==> config.mk <==
export PLATFORM = sky130hd
export DESIGN_NAME = mux4_rr_arbiter
export DESIGN_NICKNAME = d
export VERILOG_FILES = /design/src/rtl/mux4_rr_arbiter.sv
export SDC_FILE = /design/constraint.sdc
export NUM_CORES = 1
export LEC_CHECK = 0
export CAP_MARGIN = 20
export CORE_MARGIN = 10
export CORE_UTILIZATION = 60
export CTS_CLUSTER_SIZE = 12
export DETAILED_ROUTE_END_ITERATION = 10
export DONT_BUFFER_PORTS = 1
export PLACE_DENSITY_LB_ADDON = 0.15
export SKIP_CTS_REPAIR_TIMING = 1
export SLEW_MARGIN = 40
export SYNTH_ARGS = -nofsm -noshare
export SYNTH_HDL_FRONTEND = slang
export SYNTH_SLANG_ARGS = --single-unit
==> constraint.sdc <==
create_clock -name clk -period 3.1 [get_ports clk]
set_input_delay 0.62 -clock clk [delete_from_list [all_inputs] [get_ports clk]]
set_output_delay 0.62 -clock clk [all_outputs]
set_load 0.03 [all_outputs]
==> src/rtl/mux4_rr_arbiter.sv <==
`default_nettype none
// ============================================================================
// Module   : mux4_rr_arbiter
// Brief    : Round-robin arbiter that shares a 4:1 single-bit data mux.
//            Define ARB_QUANTUM_EN to cap a grant at QUANTUM cycles under contention.
// Revision : 1.0 - initial release
// ============================================================================
module mux4_rr_arbiter #(
  parameter int QUANTUM = 8
) (
  input  logic       clk,
  input  logic       rst,
  input  logic [3:0] req,
  input  logic [3:0] din,
  output logic [3:0] gnt,
  output logic [1:0] sel,
  output logic       dout,
  output logic       dout_valid,
  output logic       busy
);

  typedef enum logic {
    IDLE  = 1'b0,
    GRANT = 1'b1
  } state_t;

  state_t     state_q, state_d;
  logic [3:0] gnt_q, gnt_d;
  logic [1:0] sel_q, sel_d;
  logic [1:0] ptr_q, ptr_d;
  logic       busy_q, busy_d;
  logic       dout_q, dvalid_q;
  logic [3:0] others_w;
  logic [2:0] win_w;
  logic       release_w;

`ifdef ARB_QUANTUM_EN
  localparam logic [7:0] QMAX = 8'(QUANTUM - 1);
  logic [7:0] cnt_q, cnt_d;
`else
  localparam logic [7:0] QUANTUM_UNUSED = 8'(QUANTUM);
  logic unused_quantum;
  assign unused_quantum = ^QUANTUM_UNUSED;
`endif

  // Returns {found, index}: first set bit of r scanning p, p+1, ... mod 4.
  function automatic logic [2:0] pick(input logic [3:0] r, input logic [1:0] p);
    logic [2:0] res;
    logic [1:0] idx;
    res = 3'b000;
    for (int k = 3; k >= 0; k--) begin
      idx = p + 2'(k);
      if (r[idx]) res = {1'b1, idx};
    end
    return res;
  endfunction

  always_comb begin
    others_w  = req & ~(4'b0001 << sel_q);
    release_w = ~req[sel_q];
`ifdef ARB_QUANTUM_EN
    if (cnt_q == QMAX && |others_w) release_w = 1'b1;
`endif
    win_w = (state_q == GRANT) ? pick(others_w, sel_q + 2'd1) : pick(req, ptr_q);

    state_d = state_q;
    gnt_d   = gnt_q;
    sel_d   = sel_q;
    ptr_d   = ptr_q;
    busy_d  = busy_q;
`ifdef ARB_QUANTUM_EN
    cnt_d   = cnt_q;
`endif

    case (state_q)
      IDLE: begin
        if (win_w[2]) begin
          gnt_d   = 4'b0001 << win_w[1:0];
          sel_d   = win_w[1:0];
          state_d = GRANT;
          busy_d  = 1'b1;
`ifdef ARB_QUANTUM_EN
          cnt_d   = 8'd0;
`endif
        end
      end
      GRANT: begin
        if (release_w) begin
          ptr_d = sel_q + 2'd1;
          if (win_w[2]) begin
            // Back-to-back handover: no idle cycle between grants.
            gnt_d = 4'b0001 << win_w[1:0];
            sel_d = win_w[1:0];
`ifdef ARB_QUANTUM_EN
            cnt_d = 8'd0;
`endif
          end else begin
            gnt_d   = 4'b0000;
            state_d = IDLE;
            busy_d  = 1'b0;
          end
        end
`ifdef ARB_QUANTUM_EN
        else if (cnt_q != QMAX) begin
          cnt_d = cnt_q + 8'd1;
        end
`endif
      end
      default: state_d = IDLE;
    endcase
  end

  always_ff @(posedge clk or posedge rst) begin
    if (rst) begin
      state_q  <= IDLE;
      gnt_q    <= 4'b0000;
      sel_q    <= 2'b00;
      ptr_q    <= 2'b00;
      busy_q   <= 1'b0;
      dout_q   <= 1'b0;
      dvalid_q <= 1'b0;
`ifdef ARB_QUANTUM_EN
      cnt_q    <= 8'd0;
`endif
    end else begin
      state_q  <= state_d;
      gnt_q    <= gnt_d;
      sel_q    <= sel_d;
      ptr_q    <= ptr_d;
      busy_q   <= busy_d;
      dvalid_q <= |gnt_q;
      if (|gnt_q) dout_q <= din[sel_q];
`ifdef ARB_QUANTUM_EN
      cnt_q    <= cnt_d;
`endif
    end
  end

  assign gnt        = gnt_q;
  assign sel        = sel_q;
  assign dout       = dout_q;
  assign dout_valid = dvalid_q;
  assign busy       = busy_q;

endmodule
`default_nettype wire

# Word level (Yosys, flattened, before mapping)
# Cells that the tools add are included.
# totals
register_bits	12
input_bits	10
out_inout_bits	9
# classes
order_cmp	9
n_reduce_logical	4
mux	43
bitwise	4
shift	2
addsub	7
eq_ne	3
# op_table
op	n
< comparator 2 x 3 -> 1 bit, second input constant	9
two-way mux 3 bit	9
binary-select mux 1 bit (select 2 bit)	10
two-way mux 1 bit	15
two-way mux 4 bit	3
adder 2 bit, second input constant	4
case mux 4 bit (2 select lines)	1
left shift 1 x 2 -> 4 bit, first input constant	2
adder 2 x 1 -> 2 bit, second input constant	3
inequality test 2 bit, second input constant	3
AND 4 bit	1
two-way mux 2 bit	2
NOT 4 bit	1
case mux 1 bit (2 select lines)	2
case mux 2 bit (2 select lines)	1
AND reduction 2 bit	2
OR reduction 4 bit	1
AND reduction 3 bit	1
NOT 1 bit	2

# Depth between registers and ports, before layout
# depth
word_depth	14
ltp_mapped	11
mapped_depth_nobuf	9

# Least setup slack after synthesis
# Ideal clock, no wire load.
# synth_path
path_type	register -> register
startpoint	reg sel_q[0], in the netlist sel[0]
endpoint	reg gnt_q[3], in the netlist gnt[3]
arrival_time_ps	2258
setup_time_ps	120
path_stages_with_launch	12
t_required_ps	2980
setup_slack_ps	723
synth_period_minus_slack_ps	2377
path_cell_list	dfrtp_1 > buf_2 > inv_1 > ha_1 > and2b_1 > or2_1 > o31ai_4 > ha_1 > nand2b_1 > buf_6 > and2_0 > a31o_1
# synth_between
elab_chain_len	14
word_cells_on_any_way	30
cone_classes	add/sub (4); eq/ne (2); shift (2); mux (19); bitwise (2); reduce/logical (1)
# synth_rtl
item	line	source
from (decl)	29	logic [1:0] sel_q, sel_d;
from (signal assigned)	128	sel_q <= sel_d;
parallel branches: the longest is 14 deep, another holds adder 2 x 1 -> 2 bit	n/a	
to (signal assigned)	127	gnt_q <= gnt_d;
to (decl)	28	logic [3:0] gnt_q, gnt_d;
# Several ways; the timed one is not identified. The select of a mux whose other input is x is not followed.
# A chain may end at the register's enable or synchronous reset.

# Worst setup path in the final report
# layout_path
startpoint	reg sel_q[1], in the netlist sel[1]
endpoint	reg gnt_q[0], in the netlist gnt[0]
# Same word-level chain as after synthesis.

==> flow_summary.yaml <==
clock_tree:
  root_buffer: "clkbuf_4"
  tritoncts: "yes"
  cts_buffer_depth: 2
  path_clk_slew_ns: 0.07
  clock_sinks: 12
  clkLatencyLatePin_ns: 0.27
  htree_levels: 1
  cts_made_buffers: 3
die:
  die_h_um: 58.7
  io_pins: 19
  rows: 13
  fp.dieW_um: 58.7
  die_area_sq_um: 3440
  coreArea_sq_um: 1350
  start_util: 0.665
grt:
  met1_usage: 0.145
  grt_pass1_wl_um: 3310
  met2_usage: 0.181
  grt_max_degree: 13
  antenna_found_initial: 0
  busiest_layer: "met2"
  grt_overflow: 0
  gr-usage-met3: 0.0730
  grtUsageTotal: 0.121
  grt_pass1_vias: 682
finish:
  fin_nets: 108
  final_common_cell: "dfrtp_1"
  final_cell_mix: "dfrtp_1 (12), inv_1 (9), nand2_1 (8)"
  drive_above_1_share: 0.174
  utilization: 0.699
  synthToLayoutAreaGrowth_pct: 5.16
  diodes: 0
synth:
  synth.area.mux_share: 0.112
  synth_top_family_by_area: "compound AO/OA/AOI/OAI gates"
  synth_xor_area_frac: 0
  synth-main-ff-cell: "dfrtp_1"
  synth_area_sq_um: 897
  ys_warn_count: 0
  synth_seq_cells: 12
  synth_compound_area_frac: 0.236
  seq_area_frac_synth: 0.335
  syn_avg_cell_area_sq_um: 10.1
  yosys.area_share.simple: 0.192
  synth_edf_count: 0
  async_flop_share: 1.00
  synth_nets: 104
  synthCells: 89
  synth_cell_types: 41
  synthAdderAreaFrac: 0.0697
worst_setup_path:
  reg2reg_from: "sel[1]"
  reg2regPathDepth: 7
  slowest_stage: "dfrtp_1"
  critical_path_buf_inv_count: 1
  ff2ff_setup_slack_ns: 0.62
  worstPathCellList: "inv_1 -> ha_1 -> nor4bb_1 -> a31oi_1 -> a31oi_1 -> a311oi_2 -> o41ai_2"
  critPathLaunchType: "flop"
  max_stage_delay_ns: 0.63
  cp.required_ns: 3.25
  criticalPathCategory: "reg -> reg"
  r2r-end: "gnt[0]"
  critPathTopFamily: "compound AO/OA/AOI/OAI gates"
  critical_path_depth: 7
  path_max_fanout: 8
  arrival_ns: 2.63
  crit_path_end_kind: "flop"
  crit_top_cell: "a31oi_1"
sta:
  clock_skew_ns: 0.00209
  max_freq_ghz: 0.404
  hold_viol: 0
  totalNegativeSetupSlack_ns: 0
  finalMaxSlewViolations: 0
  worstMarginPinSlew_ns: 0.465
  finalSetupViolCount: 0
  rsz0062_at_grt: "false"
  period_needed_ns: 2.48
  relSlewSlack: 0.690
  post-route-period-util: 0.799
power_and_ir_drop:
  power_density_nw_per_um2: 1180
  power_mw: 1.11
  p_sw_uw: 547
  power_leakage_nw: 0.426
  pwr-share-clk: 0.109
  switching_share: 0.492
  irDropWorstVdd_uv: 628
  p_comb_frac: 0.538
  seq_power_share: 0.353
  power.internal_uw: 564
detailed_routing:
  first_iter_violations: 36
  wirelength_um: 1960
  drc: 0
  detail-route-antenna-nets: 0
  drt-vias-per-instance: 6.50
  dr.pass1.iters: 4
  wl_per_cell_um: 18.3
  vias: 695
placed_design:
  port_buffers: 0
  dp_hpwl_um: 1600
  gp_routability_congestion: 0.975
status:
  status: "finished clean"
worst_hold_path:
  min_path_type: "in -> async"
run:
  drv_cap: 0
-- metrics by stage --
stage	worst slack [ns]	std cells	hold WS (ns)	instance area, sq um
2_1_floorplan	0.723	89	0.485	897
3_3_place_gp	0.706	103	0.524	907
3_5_place_dp	0.675	103	0.542	907
4_1_cts	0.646	107	0.242	943
5_1_grt	0.407	107	0.254	943
6_report	0.622	107	0.239	943
-- cell usage after synthesis (all sizes together) (2+ instances only) --
cell / n / area (sq um)
a21oi: 2 / 10.0
o31ai: 2 / 28.8
ha: 5 / 62.6
nor2b: 2 / 12.5
inv: 9 / 33.8
nand2b: 5 / 31.3
mux2: 4 / 45.0
nor3: 2 / 10.0
dfrtp: 12 / 300
nor2: 3 / 11.3
a31oi: 2 / 12.5
nand2: 8 / 30.0
or2: 2 / 12.5
a311oi: 2 / 23.8
o21ai: 4 / 20.0
buf: 2 / 16.3
and2b: 2 / 16.3
mux4: 2 / 45.0
-- layer usage --
metal  share of wire  vias to the layer above  wire [um]
met5               0                        -          0
met4          0.0071                        0         14
met3            0.11                        2        224
met2            0.46                       35        900
met1            0.42                      326        821
li1                -                      332          -
-- worst max-delay path by stage --
| stage | startpoint | end | slack (ns) |
|---|---|---|---|
| detailed placement | sel[1] | gnt[0] | 0.68 |
| finish | sel[1] | gnt[0] | 0.62 |
| global route | sel[1] | gnt[0] | 0.41 |
| floorplan | sel[0] | gnt[3] | 0.72 |
| CTS | sel[1] | gnt[0] | 0.65 |
| global placement | sel[1] | gnt[3] | 0.71 |
-- power groups by stage --
| stage | sequential [mW] | combinational (mW) | clock (mW) |
|---|---|---|---|
| after floorplan | 0.389 | 0.490 | 0 |
| after global placement | 0.396 | 0.574 | 0 |
| after detailed placement | 0.398 | 0.593 | 0 |
| after CTS | 0.395 | 0.598 | 0.125 |
| after global routing | 0.408 | 0.661 | 0.131 |
| final | 0.392 | 0.598 | 0.121 |
-- kinds of logic after synthesis --
logic type	after synthesis
compound gates	23
fa+ha+maj	5
buf+inv	11
flops	12
mux	7
simple gates	31
-- registers in the layout, indices dropped and copies added (netlist names) --
register / count
ptr_q: 2
sel: 2
gnt: 4
dout_valid: 1
dout: 1
busy: 1
state_q: 1
-- cell type report --
cell class / instances / area (sq um)
multi-input cells: 66 / 547
clock buffers: 4 / 36.3
inverters: 9 / 33.8
fillers: 95 / 407
repair buffers: 1 / 7.51
flip-flops and latches: 12 / 300
well taps: 15 / 18.8
Power figures use the tool's default switching activity.
